==> src/rtl/nn_seq_pkg.sv <==
// Shared types and reset constants for the layer sequencer.
//   seq_state_t   : sequencer FSM encoding
//   SEQ_RST_STATE : state entered on reset
package nn_seq_pkg;

    typedef enum logic [2:0] {
        IDLE     = 3'd0,
        LAUNCH   = 3'd1,
        WAIT     = 3'd2,
        LYR_DONE = 3'd3,
        FINISH   = 3'd4,
        ERROR    = 3'd5
    } seq_state_t;

    localparam seq_state_t SEQ_RST_STATE = IDLE;

endpackage

==> src/rtl/done_collector.sv <==
// Sticky per-unit completion flags for one layer.
//   clk, rst   : clock, asynchronous active-high reset
//   clear      : synchronously clears all flags (takes priority)
//   sample_en  : enables capture of done_in into the flags
//   done_in    : per-unit done, pulse or level
//   all_set_c  : every unit is flagged or asserting done this cycle
module done_collector #(
    parameter int unsigned NUM_UNITS = 4
) (
    input  logic                 clk,
    input  logic                 rst,
    input  logic                 clear,
    input  logic                 sample_en,
    input  logic [NUM_UNITS-1:0] done_in,
    output logic                 all_set_c
);

    logic [NUM_UNITS-1:0] sticky;

    // Flags accumulate until explicitly cleared
    always_ff @(posedge clk or posedge rst) begin
        if (rst) begin
            sticky <= '0;
        end else if (clear) begin
            sticky <= '0;
        end else if (sample_en) begin
            sticky <= sticky | done_in;
        end
    end

    // Same-cycle dones count so the last arrival completes without a bubble
    assign all_set_c = &(sticky | done_in);

endmodule

==> src/rtl/layer_sequencer.sv <==
// Sequences the neuron-unit bank through a multi-layer forward pass.
//   CLOCK, reset : clock, asynchronous active-high reset
//   start        : begin a pass (honoured only in IDLE or ERROR)
//   unit_done    : per-unit completion, pulse or level
//   unit_start   : one-cycle launch pulse to every unit
//   layer_idx    : current layer index
//   layer_done   : one-cycle pulse per completed layer
//   net_done     : one-cycle pulse after the last layer
//   busy         : high outside IDLE and ERROR
//   timeout_err  : a layer exceeded its cycle budget
module layer_sequencer
    import nn_seq_pkg::*;
#(
    parameter int unsigned NUM_UNITS      = 4,
    parameter int unsigned NUM_LAYERS     = 3,
    parameter int unsigned TIMEOUT_CYCLES = 1024,
    parameter int unsigned LAYER_W        = (NUM_LAYERS > 1) ? $clog2(NUM_LAYERS) : 1,
    parameter int unsigned TO_W           = $clog2(TIMEOUT_CYCLES + 1)
) (
    input  logic                 CLOCK,
    input  logic                 reset,
    input  logic                 start,
    input  logic [NUM_UNITS-1:0] unit_done,
    output logic [NUM_UNITS-1:0] unit_start,
    output logic [LAYER_W-1:0]   layer_idx,
    output logic                 layer_done,
    output logic                 net_done,
    output logic                 busy,
    output logic                 timeout_err
);

    localparam logic [LAYER_W-1:0] LAST_LAYER = LAYER_W'(NUM_LAYERS - 1);
    localparam logic [TO_W-1:0]    TO_LIMIT   = TO_W'(TIMEOUT_CYCLES - 1);

    seq_state_t           state;
    seq_state_t           state_nxt;
    logic [LAYER_W-1:0]   idx_nxt;
    logic [TO_W-1:0]      cnt;
    logic [TO_W-1:0]      cnt_nxt;
    logic                 flags_clear;
    logic                 flags_sample;
    logic                 all_done_c;

    done_collector #(
        .NUM_UNITS (NUM_UNITS)
    ) u_done_collector (
        .clk       (CLOCK),
        .rst       (reset),
        .clear     (flags_clear),
        .sample_en (flags_sample),
        .done_in   (unit_done),
        .all_set_c (all_done_c)
    );

    // State, counters and outputs; outputs are decoded from the next state
    // so each one is a flop aligned with the state it reflects
    always_ff @(posedge CLOCK or posedge reset) begin
        if (reset) begin
            state       <= SEQ_RST_STATE;
            layer_idx   <= '0;
            cnt         <= '0;
            unit_start  <= '0;
            layer_done  <= 1'b0;
            net_done    <= 1'b0;
            busy        <= 1'b0;
            timeout_err <= 1'b0;
        end else begin
            state       <= state_nxt;
            layer_idx   <= idx_nxt;
            cnt         <= cnt_nxt;
            unit_start  <= {NUM_UNITS{state_nxt == LAUNCH}};
            layer_done  <= (state_nxt == LYR_DONE);
            net_done    <= (state_nxt == FINISH);
            busy        <= !((state_nxt == IDLE) || (state_nxt == ERROR));
            timeout_err <= (state_nxt == ERROR);
        end
    end

    // Next-state, layer and timeout counter logic
    always_comb begin
        state_nxt    = state;
        idx_nxt      = layer_idx;
        cnt_nxt      = cnt;
        flags_clear  = 1'b0;
        flags_sample = 1'b0;

        case (state)
            IDLE: begin
                if (start) begin
                    state_nxt = LAUNCH;
                    idx_nxt   = '0;
                end
            end

            // Stale level dones from the previous layer are wiped here
            LAUNCH: begin
                flags_clear = 1'b1;
                cnt_nxt     = '0;
                state_nxt   = WAIT;
            end

            // Completion is tested before the timeout so it wins a tie
            WAIT: begin
                flags_sample = 1'b1;
                cnt_nxt      = cnt + TO_W'(1);
                if (all_done_c) begin
                    state_nxt = LYR_DONE;
                end else if (cnt == TO_LIMIT) begin
                    state_nxt = ERROR;
                end
            end

            LYR_DONE: begin
                if (layer_idx == LAST_LAYER) begin
                    state_nxt = FINISH;
                end else begin
                    idx_nxt   = layer_idx + LAYER_W'(1);
                    state_nxt = LAUNCH;
                end
            end

            FINISH: begin
                state_nxt = IDLE;
            end

            ERROR: begin
                if (start) begin
                    state_nxt = LAUNCH;
                    idx_nxt   = '0;
                end
            end

            default: begin
                state_nxt = IDLE;
            end
        endcase
    end

endmodule

==> config.mk <==
export PLATFORM = sky130hd
export DESIGN_NAME = layer_sequencer
export DESIGN_NICKNAME = d
export VERILOG_FILES = /design/src/rtl/nn_seq_pkg.sv /design/src/rtl/done_collector.sv /design/src/rtl/layer_sequencer.sv
export SDC_FILE = /design/constraint.sdc
export NUM_CORES = 1
export LEC_CHECK = 0
export ABC_AREA = 1
export BUFFER_PORTS_ARGS = -buffer_cell sky130_fd_sc_hd__buf_4
export CORE_UTILIZATION = 32
export CTS_CLUSTER_SIZE = 25
export DETAILED_ROUTE_END_ITERATION = 8
export GPL_ROUTABILITY_DRIVEN = 0
export PLACE_DENSITY = 0.49
export SYNTH_ARGS = -nofsm -noshare
export SYNTH_HDL_FRONTEND = slang
export SYNTH_HIERARCHICAL = 1
export SYNTH_SLANG_ARGS = --single-unit
==> constraint.sdc <==
create_clock -name CLOCK -period 1.88 [get_ports CLOCK]
set_clock_uncertainty 0.1 [all_clocks]
set_input_delay 0.376 -clock CLOCK [delete_from_list [all_inputs] [get_ports CLOCK]]
set_output_delay 0.376 -clock CLOCK [all_outputs]
set_load 0.01 [all_outputs]
# After elaboration in Yosys (flattened, before gate mapping)
# Cells that the tools add are included.
# totals
out_inout_bits	10
register_bits	25
elab_cells	47
inputBits	7
# classes
n_eq_ne	12
n_bitwise	1
reduce_logical	10
n_addsub	2
mux	13
# ops
operator	n
11-bit case mux with 2 select lines	1
3-bit 2-to-1 mux	4
3-bit case mux with 4 select lines	1
11-bit by 1-bit adder with 11-bit output, second input constant	1
11-bit by 10-bit equality test with 1-bit output, second input constant	1
3-bit by 2-bit equality test with 1-bit output, second input constant	3
3-bit equality test, second input constant	3
4-bit 2-to-1 mux	2
3-bit by 1-bit equality test with 1-bit output, second input constant	2
3-bit logical NOT	2
2-bit nonzero test	3
2-bit 2-to-1 mux	2
4-bit OR	1
2-bit case mux with 2 select lines	1
4-bit AND reduction	1
3-bit AND reduction	1
2-bit by 1-bit adder with 2-bit output, second input constant	1
2-bit equality test, second input constant	1
1-bit 2-to-1 mux	2
2-bit by 1-bit inequality test with 1-bit output, second input constant	1
2-bit inequality test, second input constant	1
2-bit OR reduction	1
1-bit logical NOT	1
1-bit logical OR	1

# Logic depth before layout (Yosys ltp)
# logic_depth
ltp_word	7
depth_mapped	12
mapped_depth_nobuf	12

# Hierarchy
# The synthesis kept the hierarchy.
# modules_own_cells
mod	cells_each	seq_area_each_um2	area_each_um2	n_inst
layer_sequencer	135	525.5	1113.6	1
done_collector	33	100.1	214.0	1

# Worst setup path before layout
# Ideal clock, no wire load.
# synth_path
path_kind	reg-to-reg
start	reg cnt[0]
end	reg busy
setup_slack_ns	0.502
arrival_ns	1.158
setup_time_ns	0.120
required_ns	1.660
synth_period_minus_slack_ns	1.378
path_stages_with_launch	11
n_path_buf	0
path_cell_list	dfrtp_1 ha_1 nand2_2 nor2_2 nand2_1 nor2_1 nor2_1 nor2_2 nand2_1 nand2_1 nand2_1
# synth_between
elab_chain_len	7
word_cells_on_any_way	8
classes_between	2 x eq/ne; 3 x mux; 3 x reduce/logical
# synth_lines
item	line_no	text
start, declared	layer_sequencer.sv:38	logic [TO_W-1:0] cnt;
start signal, assigned	layer_sequencer.sv:70	cnt <= cnt_nxt;
11-bit by 10-bit equality test with 1-bit output *	layer_sequencer.sv:108	end else if (cnt == TO_LIMIT) begin
3-bit 2-to-1 mux *	layer_sequencer.sv:108	
3-bit 2-to-1 mux *	layer_sequencer.sv:106	if (all_done_c) begin
3-bit case mux with 4 select lines *	layer_sequencer.sv:87	case (state)
3-bit equality test or 3-bit logical NOT (tied branches)	layer_sequencer.sv:74	busy <= !((state_nxt == IDLE) || (state_nxt == ERROR));
1-bit logical OR *	layer_sequencer.sv:74	
1-bit logical NOT *	layer_sequencer.sv:74	
end signal, assigned	layer_sequencer.sv:74	
end, declared	layer_sequencer.sv:28	output logic busy,
# Every way passes the cells marked *; elsewhere a longest branch is shown, timed or not.
# A chain may end at the register's enable or synchronous reset.

# Worst setup path after layout
# layout_path
start	reg state[0]
end	reg cnt[8]
# layout_between
elab_chain_len	2
word_cells_on_any_way	4
classes_between	2 x eq/ne; 1 x mux; 1 x reduce/logical
# layout_lines
item	line_no	text
start, declared	layer_sequencer.sv:35	seq_state_t state;
start signal, assigned	layer_sequencer.sv:68	state <= state_nxt;
3-bit by 2-bit equality test with 1-bit output or 3-bit by 1-bit equality test with 1-bit output (tied branches)	layer_sequencer.sv:87	
11-bit case mux with 2 select lines or 2-bit nonzero test (tied branches)	-	
# Several ways; a longest one is shown, not always the timed one.

==> results.cfg <==
[placed_design]
dp_hpwl_mm = 1.93
numPortBuffers = 16

[logic_synthesis]
ys_ff_latch = 25
seq_area_frac_synth = 0.471
synth_cells = 168
yosys.area_share.simple = 0.272
ys_warn_count = 6
synthMuxAreaShare = 0
synth_fa_ha_area_frac = 0.0189
yosys.cell_types.count = 27
yosysTopAreaCellShare = 0.471
syn_avg_cell_area_um2 = 7.90
syn_nets = 177
syn_area_um2 = 1330
synthTopCellsByArea = dfrtp_1 (47%), nand2_1 (9.3%), inv_1 (8.2%)
ys.flop_type = dfrtp_1
yosysTopAreaCell = dfrtp_1
synth_edf_count = 0
synth-compound-area-share = 0.107
synth_xor_area_frac = 0.00660
async_reset_ff_frac = 1.00
synth_top_family_by_area = simple AND/OR/NAND/NOR gates

[die]
die_area_um2 = 4410
die_x_um = 66.4
rows = 23
fp.coreArea_um2 = 4000
boundaryPins = 17
fp.dieH_um = 66.4
start_util = 0.332

[clocking]
tritoncts = built
cts.sinks = 25
cts_resized = 0
cts.root.buffer_cell = clkbuf_8
clk_latency_ps = 260
cts.path.max_buffers = 2
cts_inserted_buffers = 3
htreeDepth = 1
clk_pin_slew_worst_paths_ps = 80
cts_setup_buffers = 0
hold_buffers = 1

[final_layout]
num-nets-final = 196
area_delta_synth_final_pct = 15.9
multi_input_area_um2 = 537
antenna_cells = 0
regArea_um2 = 626
drive_gt1_frac = 0.231
nFillCells = 411

[power]
pwr-share-clk = 0.161
p_leak_nw = 0.798
vdd_drop_max_mv = 0.489
power_frac_comb = 0.437
switchingPower_w = 0.000774
finalPower_w = 0.00190
switching_share = 0.407
p_int_w = 0.00113
p_per_area_nw_per_um2 = 1240
p_seq_frac = 0.402

[grt]
overflow = 0
grt_pass1_vias = 1006
antenna_found_initial = 0
grt_usage = 0.135
grt_max_degree = 22
grt_pass1_wl_mm = 4.50

[routing]
dr.pass1.iters = 4
wl_per_cell_um = 10.5
avgViaCountPerCell = 4.50
postRouteAntennaNets = 0
via_count = 1061
drtIter0Drc = 28
drt-total-wl_mm = 2.48
drc = 0

[sta]
post-route-period-util = 0.826
slew_headroom = 0.795
period_minus_slack_ps = 1550
fmax_ghz = 0.644
finalHoldViolCount = 0
setup-tns-final_ps = 0
rsz0062_at_grt = false
slew_violations = 0
worst_slew_pin_slew_ps = 308
setup_viol = 0

[flow_run]
drv_cap = 0

[setup_path]
worstSetupEndpointType = flip-flop
crit_start = state[0]$_DFF_PP0_
worstSetupStartpointType = flip-flop
worstReg2RegStart = state[0]$_DFF_PP0_
worst_ep_required_time_ps = 1970
critPathKind = flip-flop to flip-flop
cp.arrival_ps = 1640
worstPathMaxFanout = 13

[outcome]
status = completed

[worst_hold_path]
min-delay-start = unit_done[3]
hold_path_class = primary input to flip-flop
[power by group through the flow]
stage | clock network (W) | logic (W) | registers (W)
finish | 0.000306 | 0.000831 | 0.000765
detailed placement | 0 | 0.000840 | 0.000778
floorplan | 0 | 0.000642 | 0.000776
CTS | 0.000324 | 0.000846 | 0.000766
global placement | 0 | 0.000832 | 0.000768
global route | 0.000346 | 0.000956 | 0.000788
[final timing paths]
path / endpoint / cells after the start / slack, ps
max: cnt[8]$_DFFE_PP0P_ / 5 / 330
min: u_done_collector/sticky[3]$_DFFE_PP0P_ / 5 / 330
max reg2reg: cnt[8]$_DFFE_PP0P_ / 5 / 330
min reg2reg: cnt[10]$_DFFE_PP0P_ / 2 / 380
max in group asynchronous: state[2]$_DFF_PP0_ / 4 / 850
min in group asynchronous: u_done_collector/sticky[0]$_DFFE_PP0P_ / 3 / 460
[cell families after synthesis]
family / count (synthesis)
and+or+nand+nor: 78
adders and majority gates: 2
DFF: 25
AOI/OAI and AO/OA: 23
xor gates and xnor gates: 1
buffers and inverters: 39
[synthesized netlist by cell type, drive strengths merged (2+ instances only)]
master  instances
nand2          37
ha              2
nand3          12
inv            35
a21oi           4
buf             4
o21ai          12
dfrtp          25
nand4           2
nor2           25
o22ai           3
[layout by cell type (no fill, tap or decap), drive strengths merged]
cell	n
a21oi	4
a31oi	1
a32o	1
and2	1
buf	17
clkbuf	4
dfrtp	25
dlygate4sd3	1
ha	2
inv	35
nand2	37
nand3	12
nand4	2
nor2	25
nor3	1
o211ai	1
o21ai	12
o22ai	3
o31ai	1
xor2	1
[metal layers]
layer,track usage,vias to the layer above,wire [um]
li1,-,553,-
met1,0.181,492,1250
met5,0,-,0
met4,0.0239,0,18
met3,0.0362,2,73
met2,0.219,14,1140
[area by class of cell]
class	count	share of cell area
timing repair buffer	18	0.0894
inverter	35	0.0854
clock buffer	4	0.0293
multi-input combinational	104	0.349
tap	50	0.0407
sequential	25	0.407
[flip-flops by register name (all words and copies together), names as in the netlist]
signal,flops
layer_idx,2
net_done,1
unit_start,1
busy,1
cnt,11
timeout_err,1
layer_done,1
state,3
u_done_collector/sticky,4
[per-stage QoR]
stage | cell area [um2] | utilization | worst slack (ps) | hold WS [ps] | instances
3_5_place_dp | 1480 | 0.371 | 337 | 188 | 231
6_report | 1540 | 0.385 | 328 | 334 | 236
2_1_floorplan | 1330 | - | 502 | 42.1 | 168
4_1_cts | 1540 | 0.385 | 320 | 328 | 236
3_3_place_gp | 1480 | 0.371 | 335 | 182 | 231
5_1_grt | 1540 | 0.385 | 94.0 | 360 | 236
[worst max-delay path, stage by stage, from the launching register on]
cell	delay (ps)
dfrtp_1	460
inv_2	90
nand3_2	250
inv_2	290
o21ai_0	130
a21oi_1	160
Power figures use the tool's default switching activity.
